==> config.mk <==
export PLATFORM = sky130hd
export DESIGN_NAME = alu_issue_ctrl
export DESIGN_NICKNAME = d
export VERILOG_FILES = /design/src/rtl/alu_issue_ctrl.sv
export SDC_FILE = /design/constraint.sdc
export NUM_CORES = 1
export LEC_CHECK = 0
export ABC_AREA = 1
export BUFFER_PORTS_ARGS = -buffer_cell sky130_fd_sc_hd__buf_2
export CAP_MARGIN = 20
export CORE_MARGIN = 1.5
export CORE_UTILIZATION = 45
export DETAILED_ROUTE_END_ITERATION = 7
export MAX_ROUTING_LAYER = met4
export PLACE_DENSITY = 0.74
export SYNTH_ARGS = -nofsm -noshare
export SYNTH_HDL_FRONTEND = slang
export SYNTH_SLANG_ARGS = --single-unit
==> constraint.sdc <==
create_clock -name clk -period 1.86 [get_ports clk]
set_clock_uncertainty 0.1 [all_clocks]
set_input_delay 0 -clock clk [delete_from_list [all_inputs] [get_ports clk]]
set_output_delay 0 -clock clk [all_outputs]
set_load 0.05 [all_outputs]
==> src/rtl/alu_issue_ctrl.sv <==
// Purpose : issue-side controller for the 16-bit ALU. It accepts one op per handshake,
//           validates the opcode and extends the immediate. It then drives registered
//           ALU inputs, waits the op settle time, captures alu_dout and returns the result.
// Latency : legal op result is valid LAT edges after acceptance (LAT = MUL_LAT for MUL, else 1);
//           an illegal op responds with the same 1-edge timing as a single-cycle op.
// Backpr. : op_ready is high only in IDLE, so ops never overlap. The result is held in RESP
//           until res_ready is seen at a clock edge.
// Ports   : clk/rst_n (async active-low); op_* request channel (valid/ready); alu_ctrl/
//           alu_din1/alu_din2 to the ALU, alu_dout back; res_* result channel (valid/ready).
// Config  : define ALU_ISSUE_FLAGS_EN to add res_flags[2:0] = {parity, negative, zero}.
module alu_issue_ctrl #(
  parameter int DATA_W  = 16,
  parameter int IMM_W   = 8,
  parameter int MUL_LAT = 2
) (
  input  logic              clk,
  input  logic              rst_n,
  input  logic              op_valid,
  output logic              op_ready,
  input  logic [3:0]        op_code,
  input  logic              op_imm_sel,
  input  logic [DATA_W-1:0] op_rs,
  input  logic [DATA_W-1:0] op_rt,
  input  logic [IMM_W-1:0]  op_imm,
  output logic [3:0]        alu_ctrl,
  output logic [DATA_W-1:0] alu_din1,
  output logic [DATA_W-1:0] alu_din2,
  input  logic [DATA_W-1:0] alu_dout,
  output logic              res_valid,
  input  logic              res_ready,
  output logic [DATA_W-1:0] res_data,
  output logic              res_err
`ifdef ALU_ISSUE_FLAGS_EN
  ,
  output logic [2:0]        res_flags
`endif
);

  localparam int CNT_W = (MUL_LAT > 1) ? $clog2(MUL_LAT) : 1;

  typedef enum logic [1:0] {
    S_IDLE = 2'd0,
    S_EXEC = 2'd1,
    S_RESP = 2'd2
  } state_t;

  state_t              r_state;
  state_t              w_state_nxt;
  logic [CNT_W-1:0]    r_cnt;
  logic                r_illegal;
  logic [3:0]          r_alu_ctrl;
  logic [DATA_W-1:0]   r_alu_din1;
  logic [DATA_W-1:0]   r_alu_din2;
  logic [DATA_W-1:0]   r_res_data;
  logic                r_res_err;

  logic                w_accept;
  logic                w_capture;
  logic                w_legal;
  logic                w_sext;
  logic [CNT_W-1:0]    w_lat_m1;
  logic [DATA_W-1:0]   w_imm_sx;
  logic [DATA_W-1:0]   w_imm_zx;
  logic [DATA_W-1:0]   w_opnd2;
  logic [DATA_W-1:0]   w_cap_data;

  // ---------------------------------------------------------------------------
  // Decode of the request
  // ---------------------------------------------------------------------------
  // 0000, 1110 and 1111 are the only unused encodings.
  assign w_legal  = (op_code != 4'h0) && (op_code < 4'hE);
  // Arithmetic and compare ops (0001..0111) treat the immediate as signed;
  // logic and shift ops take it as an unsigned pattern / shift amount.
  assign w_sext   = (op_code >= 4'h1) && (op_code <= 4'h7);
  assign w_imm_sx = DATA_W'($signed(op_imm));
  assign w_imm_zx = DATA_W'(op_imm);
  assign w_opnd2  = !op_imm_sel ? op_rt : (w_sext ? w_imm_sx : w_imm_zx);
  assign w_lat_m1 = (op_code == 4'h3) ? CNT_W'(MUL_LAT - 1) : '0;

  assign w_accept  = op_valid && op_ready;
  assign w_capture = (r_state == S_EXEC) && (r_cnt == '0);
  // An illegal op never launched anything on the ALU, so its "result" is forced to zero.
  assign w_cap_data = r_illegal ? '0 : alu_dout;

  // ---------------------------------------------------------------------------
  // FSM: state register
  // ---------------------------------------------------------------------------
  always_ff @(posedge clk or negedge rst_n) begin
    if (!rst_n) begin
      r_state <= S_IDLE;
    end else begin
      r_state <= w_state_nxt;
    end
  end

  // ---------------------------------------------------------------------------
  // FSM: next-state logic
  // ---------------------------------------------------------------------------
  // Illegal ops also pass through EXEC (with a zero count) so every response,
  // legal single-cycle or illegal, becomes valid one edge after acceptance.
  always_comb begin
    w_state_nxt = r_state;
    case (r_state)
      S_IDLE:  if (w_accept)   w_state_nxt = S_EXEC;
      S_EXEC:  if (r_cnt == '0) w_state_nxt = S_RESP;
      S_RESP:  if (res_ready)  w_state_nxt = S_IDLE;
      default: w_state_nxt = S_IDLE;
    endcase
  end

  // ---------------------------------------------------------------------------
  // FSM: outputs
  // ---------------------------------------------------------------------------
  // op_ready is gated by rst_n so no request can appear accepted while reset is held.
  always_comb begin
    op_ready  = 1'b0;
    res_valid = 1'b0;
    case (r_state)
      S_IDLE:  op_ready  = rst_n;
      S_RESP:  res_valid = 1'b1;
      default: ;
    endcase
  end

  // ---------------------------------------------------------------------------
  // Launch registers and settle counter
  // ---------------------------------------------------------------------------
  always_ff @(posedge clk or negedge rst_n) begin
    if (!rst_n) begin
      r_cnt      <= '0;
      r_illegal  <= 1'b0;
      r_alu_ctrl <= 4'h0;
      r_alu_din1 <= '0;
      r_alu_din2 <= '0;
    end else if (w_accept) begin
      r_illegal <= !w_legal;
      r_cnt     <= w_legal ? w_lat_m1 : '0;
      // ALU inputs keep their previous values for an illegal op.
      if (w_legal) begin
        r_alu_ctrl <= op_code;
        r_alu_din1 <= op_rs;
        r_alu_din2 <= w_opnd2;
      end
    end else if ((r_state == S_EXEC) && (r_cnt != '0)) begin
      r_cnt <= r_cnt - CNT_W'(1);
    end
  end

  // ---------------------------------------------------------------------------
  // Result capture
  // ---------------------------------------------------------------------------
  always_ff @(posedge clk or negedge rst_n) begin
    if (!rst_n) begin
      r_res_data <= '0;
      r_res_err  <= 1'b0;
    end else if (w_capture) begin
      r_res_data <= w_cap_data;
      r_res_err  <= r_illegal;
    end
  end

`ifdef ALU_ISSUE_FLAGS_EN
  logic [2:0] r_res_flags;

  // Flags are taken from the same value that lands in res_data, so an illegal
  // op reports {parity=0, negative=0, zero=1}.
  always_ff @(posedge clk or negedge rst_n) begin
    if (!rst_n) begin
      r_res_flags <= 3'b000;
    end else if (w_capture) begin
      r_res_flags <= {^w_cap_data, w_cap_data[DATA_W-1], (w_cap_data == '0)};
    end
  end

  assign res_flags = r_res_flags;
`endif

  assign alu_ctrl = r_alu_ctrl;
  assign alu_din1 = r_alu_din1;
  assign alu_din2 = r_alu_din2;
  assign res_data = r_res_data;
  assign res_err  = r_res_err;

endmodule

==> reports/qor.yml <==
ys_ff_latch: 57
p_per_area_mw_per_mm2: 1430
fin_crit_sh_pct: 90.0
synth.distinct_cells: 18
critPathKind: "reg2reg"
finalSetupTns_ns: 0
top_level_ports: 120
clk_pin_slew_ns: 0.07
maxCapViolations: 0
ir_worst_vdd_mv: 0.792
grt.overflow.total: 0
port_buffers: 119
finalWeightedCongestion: 0.771
synth_most_common_cell: "nand2_1"
htreeDepth: 3
ys_seq_area_share_pct: 53.1
synth_top_family_by_area: "simple AND/OR/NAND/NOR gates"
wirelength_um: 7180
crit_required_ns: 2.03
track_usage_pct: 25.2
post-place-ws_ns: 0.180
p_leak_nw: 2.39
syn_inst: 331
slew_headroom_pct: 53.3
rows: 27
run_status: "complete, no violations"
nNetsFinal: 577
drtIter0Drc: 113
critPathCaptureType: "flop"
yosys-top-cells-area: "dfrtp_1 (53%), nand2_1 (23%), o21bai_1 (10%)"
synthAdderAreaFrac_pct: 0
setup_slack_ns: 0.187
critPathLaunchType: "flop"
synth-compound-area-share_pct: 11.1
postRouteAntennaNets: 0
critPathArrivalTime_ns: 1.84
cts_max_path_buffers: 2
area_growth_pct: 55.3
maxSlewViolCount: 0
wl_per_cell_um: 12.2
cp_top_family: "simple AND/OR/NAND/NOR gates"
via_count: 2653
dp_hpwl_um: 4230
seqPwrFrac_pct: 30.9
yosysWarnings: 0
cts-buffers-inserted: 9
cp_cell_sequence: "nor2_2 > nand3_4 > nor2_8 > nand2_1 > nand2_1"
timing_hold_violations_final: 0
avgSynthCellArea_um2: 8.12
finalPower_mw: 5.97
core_area_mm2: 0.00564
grt_max_degree: 58
power_switching_share_pct: 45.7
yosysTopAreaCell: "dfrtp_1"
via_per_inst: 4.50
clk_latency_ns: 0.33
min_path_type: "in2reg"
slowest_delay_ns: 0.48
worst_path_most_repeated_cell: "nand2_1"
drc: 0
root_buffer: "clkbuf_8"
p_sw_mw: 2.73
dpl.cell_count: 511
cts_tree: "done"
max_freq_ghz: 0.598
first_pass_iters: 4
rsz0062_at_grt: "false"
die_w_um: 80.3
grt_pass1_wl_um: 12000
synth_mux_area_share_pct: 0
synth-edff-count: 0
cts.sinks: 57
synthTopCellsByCount: "nand2_1 (164), dfrtp_1 (57), inv_1 (40), o21bai_1 (36), buf_2 (9)"
post_cts_buffers: 0
path_max_fanout: 37
worstMarginPinSlew_ns: 0.700
initial_core_util_pct: 47.6
grt_pass1_vias: 2758
antenna_found_initial: 0
yosysTopAreaCellShare_pct: 53.1
synth_area_mm2: 0.00269
drive_above_1_share_pct: 27.9
internal_power_mw: 3.24
layoutNonFillerInstCount: 589
synth_nets: 396
synthXorXnorAreaFrac_pct: 0
setup_viol: 0
synthSimpleGateAreaFrac_pct: 26.8
cp_slowest_cell: "nor2_8"
num_antenna_cells: 0
post-route-min-period_ns: 1.67
p_comb_share_pct: 45.8
dieArea_mm2: 0.00644
power_frac_clock_pct: 23.3
async_reset_ff_share_pct: 100
synth_flop_cell: "dfrtp_1"
die_h_um: 80.3
worst-path-buf-inv: 0
-- sequential cells by signal (all words and copies together), names as in the netlist --
register / flops
res_data: 16
r_state: 2
r_illegal: 1
res_err: 1
alu_ctrl: 4
alu_din2: 16
r_cnt: 1
alu_din1: 16
-- per-layer routing --
layer / routed length, µm / global-route usage, %
met4: 65 / 6.21
met5: 0 / -
met3: 410 / 7.05
met1: 3100 / 28.7
met2: 3600 / 43.7
-- tightest hold or removal path, cell delays in order --
cell     delay, ns
buf_2         0.11
nand3_4       0.20
a21oi_1       0.09
-- power groups by stage --
stage / clock [mW] / combinational [mW] / sequential, mW
floorplan: 0 / 0.617 / 3.23
global placement: 0 / 2.59 / 1.85
detailed placement: 0 / 2.62 / 1.86
CTS: 1.42 / 2.74 / 1.84
global route: 1.48 / 2.92 / 1.89
finish: 1.39 / 2.73 / 1.84
-- layout make-up --
cell class | instances | area (µm²)
Fill cell | 406 | 1470
Sequential cell | 57 | 1430
Timing Repair Buffer | 185 | 1250
Multi-Input combinational cell | 219 | 1020
Inverter | 40 | 150
Clock buffer | 9 | 124
Clock inverter | 7 | 119
Tap cell | 72 | 90.1
-- cells by family after synthesis --
| group | count (synthesis) |
|---|---|
| AOI/OAI and AO/OA | 41 |
| DFF | 57 |
| buffers and inverters | 55 |
| and+or+nand+nor | 178 |
-- layout by cell type, fill, tap and decap left out, types with 2 or more instances in the layout --
| cell | count |
|---|---|
| o21bai_1 | 36 |
| clkbuf_8 | 9 |
| inv_1 | 40 |
| nand2_1 | 164 |
| dlygate4sd3_1 | 62 |
| buf_2 | 119 |
| clkinvlp_4 | 2 |
| o21ai_0 | 3 |
| nor2_2 | 2 |
| nand3_1 | 4 |
| buf_4 | 4 |
| bufinv_16 | 3 |
| dfrtp_1 | 57 |
| nor2_1 | 4 |
-- through the flow --
stage               utilization [%]  area (µm²)  hold slack (ns)
finish                         74.0        4170           0.0144
floorplan                         -        2690           -0.396
CTS                            74.0        4170           0.0100
global placement               58.7        3310           0.0896
detailed placement             58.7        3310           0.0970
global route                   74.0        4170           0.0382
-- worst paths after layout --
path / startpoint / endpoint / slack, ns / cells past startpoint
max in group asynchronous: rst_n / alu_ctrl[3] / 0.86 / 3
setup reg to reg: r_state[0] / alu_din2[9] / 0.19 / 5
hold reg to reg: res_data[2] / res_data[2] / 0.37 / 2
hold / removal: op_valid / r_illegal / 0.01 / 3
setup / recovery: r_state[0] / alu_din2[9] / 0.19 / 5
min in group asynchronous: rst_n / alu_ctrl[2] / 0.33 / 3
-- repair_timing --
action / 4_1_cts / 5_1_grt
endpoints found under the hold margin: 111 / 0
resized for setup: 0 / 0
hold buffers: 62 / 0
Note: power is estimated with default switching activity, not from simulation.
